### src/rtl/sprite_spi_pkg.sv
// Shared types and constants for the sprite loading serial link
// (transmitter RTL and receiver-side models).
package sprite_spi_pkg;

   typedef logic [7:0] byte_t;

   typedef enum logic [1:0] {
      IDLE,
      LOW,
      HIGH
   } spi_tx_state_t;

   localparam int SPI_BITS            = 8;
   localparam int SPI_CLK_DIV_DEFAULT = 4;

endpackage

### src/rtl/sprite_spi_tx_fifo.sv
// Byte FIFO feeding the sprite SPI shifter; first-word-fall-through read,
// power-of-two depth so the pointers wrap naturally.
module sprite_spi_tx_fifo
   import sprite_spi_pkg::*;
#(
   parameter int DEPTH = 4
) (
   input  logic       clk,
   input  logic       reset_n,
   input  logic       push,
   input  logic       pop,
   input  logic [7:0] din,
   output logic [7:0] dout,
   output logic       full,
   output logic       empty
);

   localparam int AW = $clog2(DEPTH);

   byte_t          mem [DEPTH];
   logic [AW-1:0]  wr_ptr_reg;
   logic [AW-1:0]  rd_ptr_reg;
   logic [AW:0]    count_reg;
   logic           do_push;
   logic           do_pop;

   assign full    = (count_reg == (AW+1)'(DEPTH));
   assign empty   = (count_reg == '0);
   assign do_push = push && !full;
   assign do_pop  = pop && !empty;
   assign dout    = mem[rd_ptr_reg];

   always_ff @(posedge clk) begin
      if (do_push) begin
         mem[wr_ptr_reg] <= din;
      end
   end

   always_ff @(posedge clk or negedge reset_n) begin
      if (!reset_n) begin
         wr_ptr_reg <= '0;
         rd_ptr_reg <= '0;
         count_reg  <= '0;
      end else begin
         if (do_push) wr_ptr_reg <= wr_ptr_reg + 1'b1;
         if (do_pop)  rd_ptr_reg <= rd_ptr_reg + 1'b1;
         case ({do_push, do_pop})
            2'b10:   count_reg <= count_reg + 1'b1;
            2'b01:   count_reg <= count_reg - 1'b1;
            default: count_reg <= count_reg;
         endcase
      end
   end

endmodule

### src/rtl/sprite_spi_tx.sv
// Sprite link transmitter: buffered bytes shifted out MSB-first on spi_clk/spi_data.
// Optional SPI_TX_FRAME_GATE_EN holds each burst until a next_frame pulse.
module sprite_spi_tx
   import sprite_spi_pkg::*;
#(
   parameter int CLK_DIV = SPI_CLK_DIV_DEFAULT,
   parameter int DEPTH   = 4
) (
   input  logic       clk,
   input  logic       reset_n,
   input  logic [7:0] tx_data,
   input  logic       tx_valid,
   output logic       tx_ready,
   output logic       spi_clk,
   output logic       spi_data,
   output logic       busy
`ifdef SPI_TX_FRAME_GATE_EN
   ,
   input  logic       next_frame
`endif
);

   spi_tx_state_t state_reg, state_next;
   logic [7:0]    div_reg, div_next;
   logic [2:0]    bit_reg, bit_next;
   byte_t         shift_reg, shift_next;
   logic          spi_clk_reg, spi_clk_next;
   logic          pop;
   logic          start_ok;
   logic          div_tc;
   logic          fifo_full;
   logic          fifo_empty;
   byte_t         fifo_dout;

   sprite_spi_tx_fifo #(
      .DEPTH (DEPTH)
   ) u_fifo (
      .clk     (clk),
      .reset_n (reset_n),
      .push    (tx_valid),
      .pop     (pop),
      .din     (tx_data),
      .dout    (fifo_dout),
      .full    (fifo_full),
      .empty   (fifo_empty)
   );

`ifdef SPI_TX_FRAME_GATE_EN
   logic start_pending_reg, start_pending_next;

   // Pulses only arm the start while idle; a burst in flight ignores them.
   always_comb begin
      start_pending_next = start_pending_reg;
      if (pop && state_reg == IDLE) begin
         start_pending_next = 1'b0;
      end else if (next_frame && state_reg == IDLE) begin
         start_pending_next = 1'b1;
      end
   end

   always_ff @(posedge clk or negedge reset_n) begin
      if (!reset_n) start_pending_reg <= 1'b0;
      else          start_pending_reg <= start_pending_next;
   end

   assign start_ok = start_pending_reg;
`else
   assign start_ok = 1'b1;
`endif

   assign div_tc   = (div_reg == 8'(CLK_DIV - 1));
   assign tx_ready = !fifo_full;
   assign busy     = (state_reg != IDLE) || !fifo_empty;
   assign spi_clk  = spi_clk_reg;
   // spi_data is the shifter MSB, itself a flop; it is cleared on return to IDLE.
   assign spi_data = shift_reg[7];

   always_comb begin
      state_next   = state_reg;
      div_next     = div_reg;
      bit_next     = bit_reg;
      shift_next   = shift_reg;
      spi_clk_next = spi_clk_reg;
      pop          = 1'b0;
      case (state_reg)
         IDLE: begin
            div_next     = '0;
            spi_clk_next = 1'b0;
            shift_next   = '0;
            if (!fifo_empty && start_ok) begin
               pop        = 1'b1;
               shift_next = fifo_dout;
               bit_next   = 3'(SPI_BITS - 1);
               state_next = LOW;
            end
         end
         LOW: begin
            if (div_tc) begin
               div_next     = '0;
               spi_clk_next = 1'b1;
               state_next   = HIGH;
            end else begin
               div_next = div_reg + 8'd1;
            end
         end
         HIGH: begin
            if (div_tc) begin
               div_next     = '0;
               spi_clk_next = 1'b0;
               state_next   = LOW;
               if (bit_reg != 3'd0) begin
                  shift_next = {shift_reg[6:0], 1'b0};
                  bit_next   = bit_reg - 3'd1;
               end else if (!fifo_empty) begin
                  pop        = 1'b1;
                  shift_next = fifo_dout;
                  bit_next   = 3'(SPI_BITS - 1);
               end else begin
                  shift_next = '0;
                  state_next = IDLE;
               end
            end else begin
               div_next = div_reg + 8'd1;
            end
         end
         default: begin
            state_next = IDLE;
         end
      endcase
   end

   always_ff @(posedge clk or negedge reset_n) begin
      if (!reset_n) begin
         state_reg   <= IDLE;
         div_reg     <= '0;
         bit_reg     <= '0;
         shift_reg   <= '0;
         spi_clk_reg <= 1'b0;
      end else begin
         state_reg   <= state_next;
         div_reg     <= div_next;
         bit_reg     <= bit_next;
         shift_reg   <= shift_next;
         spi_clk_reg <= spi_clk_next;
      end
   end

endmodule

### config.mk
export PLATFORM = sky130hd
export DESIGN_NAME = sprite_spi_tx
export DESIGN_NICKNAME = d
export VERILOG_FILES = /design/src/rtl/sprite_spi_pkg.sv /design/src/rtl/sprite_spi_tx_fifo.sv /design/src/rtl/sprite_spi_tx.sv
export SDC_FILE = /design/constraint.sdc
export NUM_CORES = 1
export LEC_CHECK = 0
export ABC_AREA = 1
export CORE_MARGIN = 1.5
export CORE_UTILIZATION = 60
export DETAILED_ROUTE_END_ITERATION = 12
export GPL_TIMING_DRIVEN = 0
export PLACE_DENSITY = 0.79
export SYNTH_ARGS = -nofsm -noshare
export SYNTH_HDL_FRONTEND = slang
export SYNTH_SLANG_ARGS = --single-unit
### constraint.sdc
create_clock -name clk -period 3.08 [get_ports clk]
set_input_delay 0.616 -clock clk [delete_from_list [all_inputs] [get_ports clk]]
set_output_delay 0.616 -clock clk [all_outputs]
set_load 0.02 [all_outputs]
* Word-level counts from Yosys, hierarchy flattened
Memories as Yosys holds them, arrays and structs flattened. Cells that the tools add are included.
Storage, ports and cells: bits in registers 29, RAM bits 32, bits of input ports 11, memories 1
Memories:
- u_fifo.mem | words 4, width 8, read ports 1, clocked after memory_dff 0, wr ports 1, line sprite_spi_tx_fifo.sv:20 | byte_t mem [DEPTH];
Cells by class: $add $sub $neg 6, equal/unequal tests 9, mux-type cells 26, reductions and logical operators 17
Operator list (number):
- $mux 8 | 4
- $pmux 8 s2 | 2
- $pmux 3 s2 | 2
- $mux 1 | 9
- $mux 3 | 3
- $add 8x1->8 const B | 1
- $eq 8x2->1 const B | 1
- $reduce_bool 2->1 | 4
- $mux 2 | 3
- $ne 2x2->1 const B | 3
- $pmux 2 s3 | 1
- $reduce_and 3->1 | 2
- $reduce_bool 3->1 | 2
- $sub 3x1->3 const B | 2
- $add 2x1->2 const B | 2
- $eq 2x1->1 const B | 2
- $eq 2x2->1 const B | 2
- $add 3x1->3 const B | 1
- $eq 3x3->1 const B | 1
- $logic_not 3->1 | 1
- $pmux 1 s3 | 1
- $logic_and 1x1->1 | 2
- $logic_not 1->1 | 2
- $logic_not 2->1 | 1
- 4 further kinds | 4

* Depth between registers and ports, before layout
depth in word-level cells 8, gate-level depth with buffers 14, depth with buffers taken out 14

* Cells and area by module
Synthesis repeated with hierarchy kept, for this count alone.
Second synthesis, totals: cells, all modules 354, area total of the unflattened synthesis 3184.3 µm²
By module, submodules not included:
- sprite_spi_tx_fifo | times used 1, cells each 154, area each 1751.7 µm²
- sprite_spi_tx | times used 1, cells each 200, area each 1432.6 µm²

* Worst setup path before layout
No wires, ideal clock.
kind reg-to-reg, from register bit_reg[0], to register u_fifo.count_reg[2], setup time 131 ps, arrival time 2067 ps, data required time 2949 ps, setup slack 882 ps, cell stages (with the launch flop) 15, buffers on the path 0, period minus slack after synthesis 2198 ps, cells stage by stage dfrtp_1 -> inv_1 -> ha_1 -> inv_1 -> nor2_1 -> nand2_1 -> nor2_1 -> nand2_1 -> nand2_2 -> ha_1 -> inv_1 -> fa_1 -> a21oi_1 -> o21ai_0 -> xor2_1
Between the ends: cells in the longest elaborated chain, start to end 7
RTL lines:
- start: declaration | line sprite_spi_tx.sv:25 | logic [2:0] bit_reg, bit_next;
- start signal: assignment | line sprite_spi_tx.sv:142 | bit_reg <= bit_next;
- $reduce_bool 3->1 * | line sprite_spi_tx.sv:111 | if (bit_reg != 3'd0) begin
- $mux 1 * | line sprite_spi_tx.sv:111
- $mux 1 * | line sprite_spi_tx.sv:107 | if (div_tc) begin
- $pmux 1 s2 * | line sprite_spi_tx.sv:85 | case (state_reg)
- $logic_and 1x1->1 * | line sprite_spi_tx_fifo.sv:30 | assign do_pop = pop && !empty;
- net u_fifo.do_pop | line sprite_spi_tx_fifo.sv:25 | logic do_pop;
- $eq 2x1->1 or $eq 2x2->1 (tied branches) | line sprite_spi_tx_fifo.sv:47 | case ({do_push, do_pop})
- $pmux 3 s2 or $reduce_bool 2->1 (tied branches)
- end signal: assignment | line sprite_spi_tx_fifo.sv:48 | 2'b10: count_reg <= count_reg + 1'b1;
- end signal: assignment | line sprite_spi_tx_fifo.sv:49 | 2'b01: count_reg <= count_reg - 1'b1;
- end signal: assignment | line sprite_spi_tx_fifo.sv:50 | default: count_reg <= count_reg;
- end: declaration | line sprite_spi_tx_fifo.sv:23 | logic [AW:0] count_reg;
The timed path passes the listed nets; every way through them passes the cells marked *. A chain may end at the register's enable or synchronous reset.

* Final worst setup path
from register state_reg[0], to output port busy
Between the ends: cells in the longest elaborated chain, start to end 2
RTL lines:
- start: declaration | line sprite_spi_tx.sv:23 | spi_tx_state_t state_reg, state_next;
- start signal: assignment | line sprite_spi_tx.sv:140 | state_reg <= state_next;
- $reduce_bool 2->1 | line sprite_spi_tx.sv:73 | assign busy = (state_reg != IDLE) || !fifo_empty;
- $logic_or 1x1->1 | line sprite_spi_tx.sv:73
- end: declaration | line sprite_spi_tx.sv:16 | output logic busy
No other way between the ends.

==> results.sh <==
export IMPL_drt_iter0_markers=92
export IMPL_postCtsSetupBuffers=0
export IMPL_pin_count=15
export IMPL_synth_avg_cell_area_sq_um=9.059
export IMPL_worst_endpoint_required_ps=2460
export IMPL_grt_pass1_wl_um=8694
export IMPL_wl_per_cell_um=12.42
export IMPL_routed_wl_um=5391
export IMPL_fp_coreArea_sq_um=4817
export IMPL_synth_area_top_cells="edfxtp_1 (31%), dfrtp_1 (24%), nand2_1 (14%), ha_1 (4.9%), nand3_1 (4.6%)"
export IMPL_fp_dieW_um=74.33
export IMPL_pwr_density_cell_nw_per_um2=590.3
export IMPL_postCtsHoldBufs=0
export IMPL_async_reset_ff_share_pct=47.54
export IMPL_multiInputGateArea_sq_um=1154
export IMPL_setup_viol=0
export IMPL_yosysMostFrequentCell="nand2_1"
export IMPL_p_sw_uw=560.5
export IMPL_p_clk_share_pct=32.2
export IMPL_synth_warning_count=0
export IMPL_max_cap_violations=0
export IMPL_hold_path_class="primary input to async pin"
export IMPL_grt_start_max_net_pins=30
export IMPL_place_inst=418
export IMPL_cts_buffers=9
export IMPL_fin_nets=386
export IMPL_finalSetupTns_ps=0
export IMPL_place_gp_congestion=0.8409
export IMPL_drcViolationCount=0
export IMPL_grt_setup_unrepaired="false"
export IMPL_drtPass1Iterations=4
export IMPL_insertedDiodeCount=0
export IMPL_synth_seq_cells=61
export IMPL_port_buffers=14
export IMPL_hpwl_um=3711
export IMPL_synth_edf_count=32
export IMPL_yosys_cell_types_count=29
export IMPL_fin_crit_sh_pct=80.21
export IMPL_initial_utilization_pct=63.38
export IMPL_die_y_um=74.33
export IMPL_fill_cells=383
export IMPL_die_area_sq_um=5525
export IMPL_grt_total_usage_pct=21.56
export IMPL_r2r_start="bit_reg[0]$_DFFE_PN0P_"
export IMPL_htree_levels=3
export IMPL_power_switching_share_pct=27.53
export IMPL_yosysTopAreaCell="edfxtp_1"
export IMPL_grt_pass1_vias=1942
export IMPL_worst_setup_path_start_kind="flop"
export IMPL_synthesis_area_sq_um=3053
export IMPL_clk_pin_slew_ps=60
export IMPL_cts_root_buf="clkbuf_8"
export IMPL_cts_sinks=61
export IMPL_ys_seq_area_share_pct=55.25
export IMPL_synth_ff_type="edfxtp_1"
export IMPL_vias=2197
export IMPL_antenna_found_initial=0
export IMPL_intPower_uw=1476
export IMPL_cts_resized=0
export IMPL_largest_register_ffs=32
export IMPL_cp_max_fo=4
export IMPL_viasPerCell=5.062
export IMPL_critical_path_class="flop to output port"
export IMPL_slew_headroom_pct=47.50
export IMPL_clock_path_buffers=2
export IMPL_worstSetupStartpoint="state_reg[0]$_DFFE_PN0P_"
export IMPL_placed_area_sq_um=3277
export IMPL_synthesis_nets=361
export IMPL_seqPwrFrac_pct=50.7
export IMPL_finClkSkew_ps=6.105
export IMPL_drv_slew=0
export IMPL_cts_tree="done"
export IMPL_clock_fmax_mhz=404.8
export IMPL_insertion_delay_ps=330
export IMPL_finalHoldViolCount=0
export IMPL_ir_worst_vdd_v=0.0004581
export IMPL_worst_pin_slew_ps=784.5
export IMPL_combPwrFrac_pct=17.0
export IMPL_netlist_instances=337
export IMPL_end_kind="output port"
export IMPL_fin_area_sq_um=3450
export IMPL_drive_gt1_share_pct=10.63
export IMPL_ant_nets=0
export IMPL_status="completed"
export IMPL_overflow=0
export IMPL_rows=25
export IMPL_period_needed_ps=2470
export IMPL_synth_top_cell_area_share_pct=31.48
export IMPL_critPathArrivalTime_ps=1850
export IMPL_worst_hold_slack_ps=310.7
export IMPL_instances_no_fill=434
export IMPL_p_leak_uw=0.001596
export IMPL_syn_to_final_growth_pct=12.99
export IMPL_utilization_pct=71.61
export IMPL_yosys_top_cells_count="nand2_1 (111), inv_1 (34), edfxtp_1 (32)"
export IMPL_regArea_sq_um=1687
==> metrics by stage <==
step	setup slack, ps	total power (uW)
2_1_floorplan	881.8	1277
3_3_place_gp	691.3	1376
3_5_place_dp	679.2	1391
4_1_cts	584.2	2049
5_1_grt	356.8	2137
6_report	609.6	2036
==> cells by family (layout without fill, tap and decap cells) <==
group	count (synthesis)	in the layout	share of synthesized area, %
buffers and inverters	49	79	6.967
XOR/XNOR	7	7	2.008
AND/OR/NAND/NOR	179	179	25.08
AO/OA/AOI/OAI	28	28	5.123
adder cells (fa/ha/maj)	13	13	5.574
flip-flops	61	61	55.25
==> cell type report <==
class / count / area share, %
clock inverter: 2 / 1.016
buffer: 9 / 1.814
sequential: 61 / 48.89
clock buffer: 14 / 4.135
inverter: 40 / 4.353
multi-input combinational: 227 / 33.44
tap: 67 / 2.430
timing repair buffer: 14 / 3.917
==> power by group through the flow <==
stage	clock network (uW)	registers, uW	logic (uW)
3_3_place_gp	0	1040	332
5_1_grt	703	1040	391
4_1_cts	668	1030	348
3_5_place_dp	0	1050	343
6_report	657	1030	347
2_1_floorplan	0	1040	240
==> cells in the final DEF (no fill, tap or decap), types with 2 or more instances in the layout <==
cell type / n
nand2_1: 111
inv_1: 34
edfxtp_1: 32
dfrtp_1: 29
nand3_1: 28
nor2_1: 23
o21ai_0: 16
clkdlybuf4s50_1: 13
ha_1: 12
a21oi_1: 9
clkbuf_8: 9
xor2_1: 6
nand2_2: 5
inv_2: 5
buf_2: 5
clkbuf_1: 5
nand4_1: 3
nor2_2: 2
nor2_4: 2
buf_4: 2
nor3_1: 2
buf_6: 2
==> critical path: stages, from the launching register on <==
cell and delay (ps):
dfrtp_1 420, inv_1 80, ha_1 230, nand3_1 160
clkdlybuf4s50_1 630
==> worst paths after layout <==
check | cells past startpoint | end | slack, ps
worst max-delay path | 4 | busy | 610
worst min-delay path | 1 | u_fifo.rd_ptr_reg[0]$_DFFE_PN0P_ | 310
worst max register to register | 14 | u_fifo.count_reg[2]$_DFFE_PN0P_ | 640
worst min register to register | 2 | bit_reg[1]$_DFFE_PN0P_ | 470
max in group asynchronous | 1 | shift_reg[3]$_DFFE_PN0P_ | 2350
min in group clk | 2 | bit_reg[1]$_DFFE_PN0P_ | 470
==> layer usage <==
layer	wire (um)	track usage, %	vias to the layer above
met4	52	10.91	0
met3	188	4.065	6
li1	-	-	1128
met2	2625	34.33	43
met1	2525	28.49	1020
met5	0	0	-
(Power assumes the default switching activity.)
